==> src/rtl/soc_system_pio_edge_irq_if.sv <==
// Avalon-MM slave bundle for the edge-capturing input PIO.
// Clock and reset stay outside as plain ports.
interface soc_system_pio_edge_irq_if;
    logic [2:0]  address;
    logic        chipselect;
    logic        write_n;
    logic [31:0] writedata;
    logic [31:0] readdata;

    modport master (
        output address,
        output chipselect,
        output write_n,
        output writedata,
        input  readdata
    );

    modport slave (
        input  address,
        input  chipselect,
        input  write_n,
        input  writedata,
        output readdata
    );
endinterface

==> src/rtl/soc_system_pio_edge_irq.sv <==
// Input PIO with per-bit rise/fall capture, W1C clear, irq mask and arm delay.
// Optional debounce filter is built when SOC_PIO_DEBOUNCE_EN is defined.
module soc_system_pio_edge_irq #(
    parameter int WIDTH           = 16,
    parameter int SYNC_STAGES     = 2,
    parameter int DEBOUNCE_CYCLES = 1000
) (
    input  logic                   clk,
    input  logic                   reset,
    soc_system_pio_edge_irq_if.slave bus,
    input  logic [WIDTH-1:0]       in_port,
    output logic                   irq
);

    localparam logic [2:0] ARM_LAST = 3'(SYNC_STAGES + 1);

    logic [WIDTH-1:0] sync_q [SYNC_STAGES];
    logic [WIDTH-1:0] raw;
    logic [WIDTH-1:0] s;
    logic             dbn;

    logic [WIDTH-1:0] prev_q;
    logic [WIDTH-1:0] mask_q, mask_d;
    logic [WIDTH-1:0] rise_en_q, rise_en_d;
    logic [WIDTH-1:0] fall_en_q, fall_en_d;
    logic [WIDTH-1:0] cap_q, cap_d;
    logic [2:0]       arm_cnt_q;
    logic             armed_q;
    logic             irq_q;
    logic [31:0]      rd_q, rd_d;

    logic             wr;
    logic [WIDTH-1:0] wd;
    logic [WIDTH-1:0] w1c;
    logic [WIDTH-1:0] rise;
    logic [WIDTH-1:0] fall;
    logic [WIDTH-1:0] set;
    logic             unused_cfg;

    always_ff @(posedge clk) begin
        if (reset) begin
            for (int i = 0; i < SYNC_STAGES; i++) sync_q[i] <= '0;
        end else begin
            sync_q[0] <= in_port;
            for (int i = 1; i < SYNC_STAGES; i++) sync_q[i] <= sync_q[i-1];
        end
    end

    assign raw = sync_q[SYNC_STAGES-1];

`ifdef SOC_PIO_DEBOUNCE_EN
    localparam int DBW = $clog2(DEBOUNCE_CYCLES);
    localparam logic [DBW-1:0] DB_LAST = DBW'(DEBOUNCE_CYCLES - 1);

    logic [WIDTH-1:0] filt_q;
    logic [DBW-1:0]   dbc_q [WIDTH];

    // A bit must disagree with the filtered value for DEBOUNCE_CYCLES edges.
    always_ff @(posedge clk) begin
        if (reset) begin
            filt_q <= '0;
            for (int i = 0; i < WIDTH; i++) dbc_q[i] <= '0;
        end else begin
            for (int i = 0; i < WIDTH; i++) begin
                if (raw[i] == filt_q[i]) begin
                    dbc_q[i] <= '0;
                end else if (dbc_q[i] == DB_LAST) begin
                    filt_q[i] <= raw[i];
                    dbc_q[i]  <= '0;
                end else begin
                    dbc_q[i] <= dbc_q[i] + 1'b1;
                end
            end
        end
    end

    assign s   = filt_q;
    assign dbn = 1'b1;
`else
    assign s   = raw;
    assign dbn = 1'b0;
`endif

    assign wr   = bus.chipselect & ~bus.write_n;
    assign wd   = bus.writedata[WIDTH-1:0];
    assign rise = armed_q ? (s & ~prev_q) : '0;
    assign fall = armed_q ? (~s & prev_q) : '0;
    assign set  = (rise & rise_en_q) | (fall & fall_en_q);
    assign w1c  = (wr && bus.address == 3'd3) ? wd : '0;

    assign unused_cfg = ^{bus.writedata, DEBOUNCE_CYCLES};

    always_comb begin
        mask_d    = mask_q;
        rise_en_d = rise_en_q;
        fall_en_d = fall_en_q;
        // A new edge wins over a clear landing in the same cycle.
        cap_d     = set | (cap_q & ~w1c);
        if (wr) begin
            case (bus.address)
                3'd1:    mask_d    = wd;
                3'd2:    rise_en_d = wd;
                3'd4:    fall_en_d = wd;
                default: ;
            endcase
        end
    end

    always_comb begin
        rd_d = '0;
        case (bus.address)
            3'd0:    rd_d = 32'(s);
            3'd1:    rd_d = 32'(mask_q);
            3'd2:    rd_d = 32'(rise_en_q);
            3'd3:    rd_d = 32'(cap_q);
            3'd4:    rd_d = 32'(fall_en_q);
            3'd5:    rd_d = {16'h0, 8'(SYNC_STAGES), 6'h0, dbn, armed_q};
            default: rd_d = '0;
        endcase
    end

    always_ff @(posedge clk) begin
        if (reset) begin
            prev_q    <= '0;
            mask_q    <= '0;
            rise_en_q <= '0;
            fall_en_q <= '0;
            cap_q     <= '0;
            arm_cnt_q <= '0;
            armed_q   <= 1'b0;
            irq_q     <= 1'b0;
            rd_q      <= '0;
        end else begin
            prev_q    <= s;
            mask_q    <= mask_d;
            rise_en_q <= rise_en_d;
            fall_en_q <= fall_en_d;
            cap_q     <= cap_d;
            irq_q     <= |(cap_q & mask_q);
            rd_q      <= rd_d;
            if (!armed_q) begin
                if (arm_cnt_q == ARM_LAST) armed_q <= 1'b1;
                else arm_cnt_q <= arm_cnt_q + 1'b1;
            end
        end
    end

    assign irq          = irq_q;
    assign bus.readdata = rd_q;

endmodule

==> src/flat_wrapper.sv <==
// flat-port wrapper written by rule: the top's interface ports become plain ports
module soc_system_pio_edge_irq_flat 
#(
    parameter int WIDTH           = 16,
    parameter int SYNC_STAGES     = 2,
    parameter int DEBOUNCE_CYCLES = 1000
)
  (clk, reset, in_port, irq, bus_address, bus_chipselect, bus_write_n, bus_writedata, bus_readdata);
  soc_system_pio_edge_irq_if bus_i ();
  input  logic clk;
  input  logic reset;
  input  logic [WIDTH-1:0] in_port;
  output logic irq;
  input wire logic [$bits(bus_i.address)-1:0] bus_address;
  input wire logic [$bits(bus_i.chipselect)-1:0] bus_chipselect;
  input wire logic [$bits(bus_i.write_n)-1:0] bus_write_n;
  input wire logic [$bits(bus_i.writedata)-1:0] bus_writedata;
  output wire logic [$bits(bus_i.readdata)-1:0] bus_readdata;
  assign bus_i.address = bus_address;
  assign bus_i.chipselect = bus_chipselect;
  assign bus_i.write_n = bus_write_n;
  assign bus_i.writedata = bus_writedata;
  assign bus_readdata = bus_i.readdata;
  soc_system_pio_edge_irq #(.WIDTH(WIDTH), .SYNC_STAGES(SYNC_STAGES), .DEBOUNCE_CYCLES(DEBOUNCE_CYCLES)) u_core (.clk(clk), .reset(reset), .bus(bus_i), .in_port(in_port), .irq(irq));
endmodule
==> config.mk <==
export PLATFORM = sky130hd
export DESIGN_NAME = soc_system_pio_edge_irq_flat
export DESIGN_NICKNAME = d
export VERILOG_FILES = /design/src/rtl/soc_system_pio_edge_irq_if.sv /design/src/rtl/soc_system_pio_edge_irq.sv /design/src/flat_wrapper.sv
export SDC_FILE = /design/constraint.sdc
export NUM_CORES = 1
export LEC_CHECK = 0
export BUFFER_PORTS_ARGS = -buffer_cell sky130_fd_sc_hd__clkbuf_2
export CAP_MARGIN = 20
export CORE_MARGIN = 2
export CORE_UTILIZATION = 60
export DETAILED_ROUTE_END_ITERATION = 16
export MAX_ROUTING_LAYER = met4
export PLACE_DENSITY = 0.84
export SYNTH_ARGS = -nofsm -noshare
export SYNTH_HDL_FRONTEND = slang
export SYNTH_SLANG_ARGS = --single-unit
==> constraint.sdc <==
create_clock -name clk -period 3.2 [get_ports clk]
set_input_delay 0.64 -clock clk [delete_from_list [all_inputs] [get_ports clk]]
set_output_delay 0.64 -clock clk [all_outputs]
set_load 0.05 [all_outputs]
==> results.env <==
CTS_SETUP_BUFFERS=0
CTS.SINK_COUNT=133
OVERFLOW=0
MULTI_INPUT_AREA_SQ_UM=2280
DR_ITER_0_VIOLS=291
LAYOUT.AREA.SEQ_SQ_UM=2660
CRITPATHKIND='in -> reg'
FP.DIEAREA_SQ_UM=9420
POWER_LEAKAGE_nW=2.27
P_PER_CELL_AREA_nW_PER_UM2=637
FLOORPLAN.INITIALDENSITY=0.626
CTS.PATH.MAX_BUFFERS=2
SYN_AREA_SQ_UM=5190
FIRST_PASS_GRT_WIRE_LENGTH_UM=20300
POSTSYNTHREGISTERBITS=133
CTS_RESIZED=0
CRIT_PATH_END_KIND='flip-flop'
FINAL.MIN_CLOCK_PERIOD_NS=1.85
CRITPATHMAXFANOUT=11
IO-PIN-COUNT=88
CLOCK_TREE.HTREE_LEVEL_COUNT=4
FINISH.INSTANCE_AREA_SQ_UM=6040
SETUP_VIOL=0
DETAIL_ROUTE.VIAS_PER_CELL=6.01
POSTSYNTHAREAPERCELL_SQ_UM=9.36
POST_ROUTE_CELLS_DRIVE_ABOVE_1_SHARE=0.190
PLACEABLE_CORE_REGION_SQ_UM=8300
CTS_TREE='built'
YS.WARNINGS.COUNT=0
CLOCK_POWER_SHARE=0.472
POST_CTS_HOLD_BUFFER_COUNT=0
SYN2LAYOUT_AREA_GROWTH_PCT=16.2
INSERTION_DELAY_NS=0.52
WORST_SLEW_PIN_SLEW_NS=0.727
SYNTHFLOPTYPE='dfxtp_1'
PLACED_AREA_SQ_UM=5480
DIE_W_UM=97.1
GRT_USAGE=0.280
FINAL_HOLD_VIOL_COUNT=0
DRC=0
NFILLCELLS=597
POWER.INTERNAL_mW=2.88
NUMBER_OF_GLOBAL_ROUTE_VIAS_BEFORE_REPAIR=4352
MAX-CAP-VIOLATIONS=0
COMB_POWER_SHARE=0.074
SYN-INSTANCE-COUNT=555
PLACE.PORT_BUFFERS=55
WORSTSETUPSTARTPOINTTYPE='input port'
AVGROUTEDWIREPERCELL_UM=17.3
SETUP_TNS_NS=0
CTS_INSERTED_BUFFERS=17
COUNT_OF_CELLS_ALONG_THE_WORST_HOLD_PATH=2
RSZ0062_AT_GRT='false'
GLOBALPLACE.CONGESTION=0.872
DESIGN.FINAL.NETS=664
POWER_FRAC_SEQ=0.454
WORST-R2R-CELL-COUNT=5
CP.ARRIVAL_NS=2.26
FINAL_ROUTED_WIRELENGTH_UM=12500
INITIAL_ANTENNA_VIOLATION_COUNT=0
ROUTE.ANTENNA.REMAINING_NETS=0
DIE_HEIGHT_UM=97.1
MIN-DELAY-PATH-CLASS='in -> reg'
VIAS=4360
NUMBER_OF_FLOPS_MAPPED_TO_ENABLE_CELLS_BY_YOSYS=0
INSERTEDDIODECOUNT=0
FINAL-MAX-SLEW-VIOLATION-COUNT=0
YS_ASYNC_SR_FRACTION=0
GRT_MAX_DEGREE=59
STATUS='complete, no violations'
CLKSLEWWORSTSETUPHOLDPATHS_NS=0.06
SYNTH.LIB_CELLS_USED.DISTINCT=37
CTSROOTBUFFERMASTER='clkbuf_8'
FINALCRITPERIODSHARE=0.578
YOSYSSEQAREASHARE=0.513
NET-SWITCHING-POWER_mW=0.959
WORST_CLOCK_SKEW_NS=0.00556
VDD_IR_DROP_MAX_mV=0.424
MAX_SLEW_MARGIN=0.515
POWER_SWITCHING_SHARE=0.250
CRIT_REQUIRED_NS=3.61
ACHIEVABLE-FREQUENCY_MHz=540
HPWL_UM=7730
DRT_FIRST_PASS_ITERS=5
PLACEMENTROWS=33
[stage by stage]
step / util / total power, mW / hold slack, ns / instances / worst slack, ns
final: 0.728 / 3.84 / 0.324 / 725 / 1.35
after global routing: 0.728 / 3.97 / 0.311 / 725 / 1.30
after CTS: 0.728 / 3.86 / 0.315 / 725 / 1.38
after detailed placement: 0.660 / 2.06 / 0.428 / 693 / 0.862
after global placement: 0.660 / 2.05 / 0.415 / 693 / 0.893
after floorplan: - / 1.99 / 0.414 / 570 / 1.41
[layout make-up]
type	count	area share
clock inverters	13	0.0197
flip-flops and latches	133	0.441
repair buffers	70	0.0642
clock buffers	19	0.0731
well taps	105	0.0218
multi-input cells	382	0.378
inverters	3	0.00186
[power groups by stage]
stage	Clock (mW)	Combinational, mW	Sequential, mW
2_1_floorplan	0	0.206	1.78
3_3_place_gp	0	0.272	1.78
3_5_place_dp	0	0.282	1.78
4_1_cts	1.83	0.285	1.74
5_1_grt	1.91	0.310	1.75
6_report	1.81	0.285	1.75
[Yosys cell counts, drive strengths merged (13+ instances only)]
| cell | count | area, sq um |
|---|---|---|
| mux2i | 20 | 200 |
| a32oi | 14 | 123 |
| mux2 | 13 | 146 |
| nor2b | 51 | 319 |
| buf | 33 | 220 |
| nor2 | 24 | 97.6 |
| clkbuf | 19 | 72.6 |
| dfxtp | 133 | 2660 |
| a21oi | 54 | 270 |
| nand3b | 18 | 135 |
| o21ai | 18 | 90.1 |
| nand2 | 100 | 375 |
| a32o | 16 | 160 |
[worst max-delay path, stage by stage]
cell,delay [ns]
clkbuf_2,0.09
and3b_1,0.55
and2_1,0.39
buf_4,0.25
nand2_1,0.08
a32o_1,0.25
[cells in the final DEF (no fill, tap or decap), types with 2 or more instances in the layout]
cell type / instances
a22oi_1: 12
a32oi_1: 14
a22o_1: 3
dfxtp_1: 133
and3_1: 3
inv_6: 5
nor2_1: 23
and2_1: 2
nor2b_1: 51
o21ai_0: 18
conb_1: 16
clkinv_2: 4
clkbuf_2: 54
a21oi_1: 54
mux2_2: 13
nand3b_1: 18
a211o_1: 4
clkbuf_16: 16
mux2i_1: 20
clkinv_4: 2
a221oi_1: 4
nand2_1: 100
a32o_1: 16
buf_4: 15
clkbuf_8: 3
ha_1: 2
[metal layers]
layer,part of all wire,GRT usage,vias to the layer above,wire [um]
met5,0,-,-,0
met2,0.49,0.452,226,6190
met3,0.082,0.0827,40,1020
met1,0.39,0.323,2079,4930
li1,-,-,2015,-
met4,0.029,0.124,0,369
[cells by family after synthesis]
| kind of cell | Yosys count | share of synthesized area |
|---|---|---|
| AOI/OAI and AO/OA | 128 | 0.164 |
| xor gates and xnor gates | 1 | 0.00169 |
| adders and majority gates | 2 | 0.00482 |
| buffers and inverters | 55 | 0.0585 |
| DFF | 133 | 0.513 |
| muxes | 33 | 0.0667 |
| other | 1 | 0.000722 |
| and+or+nand+nor | 202 | 0.191 |
[path summary, 6_finish.rpt]
kind                         from  slack [ns]                   end
min                    in_port[4]        0.32   u_core.sync_q[0][4]
max reg2reg   u_core.arm_cnt_q[0]        1.87   u_core.arm_cnt_q[2]
min reg2reg  u_core.sync_q[0][15]        0.44  u_core.sync_q[0][31]
max                bus_address[2]        1.35      u_core.cap_q[12]
[state kept, by name, summed over array words and instances, names as in the netlist]
signal               cells
u_core.prev_q           16
u_core.rise_en_q        16
u_core.cap_q            16
u_core.irq               1
u_core.fall_en_q        16
u_core.arm_cnt_q         3
u_core.bus.readdata     16
u_core.sync_q           32
u_core.armed_q           1
u_core.mask_q           16
Note: power is estimated with default switching activity, not from simulation.
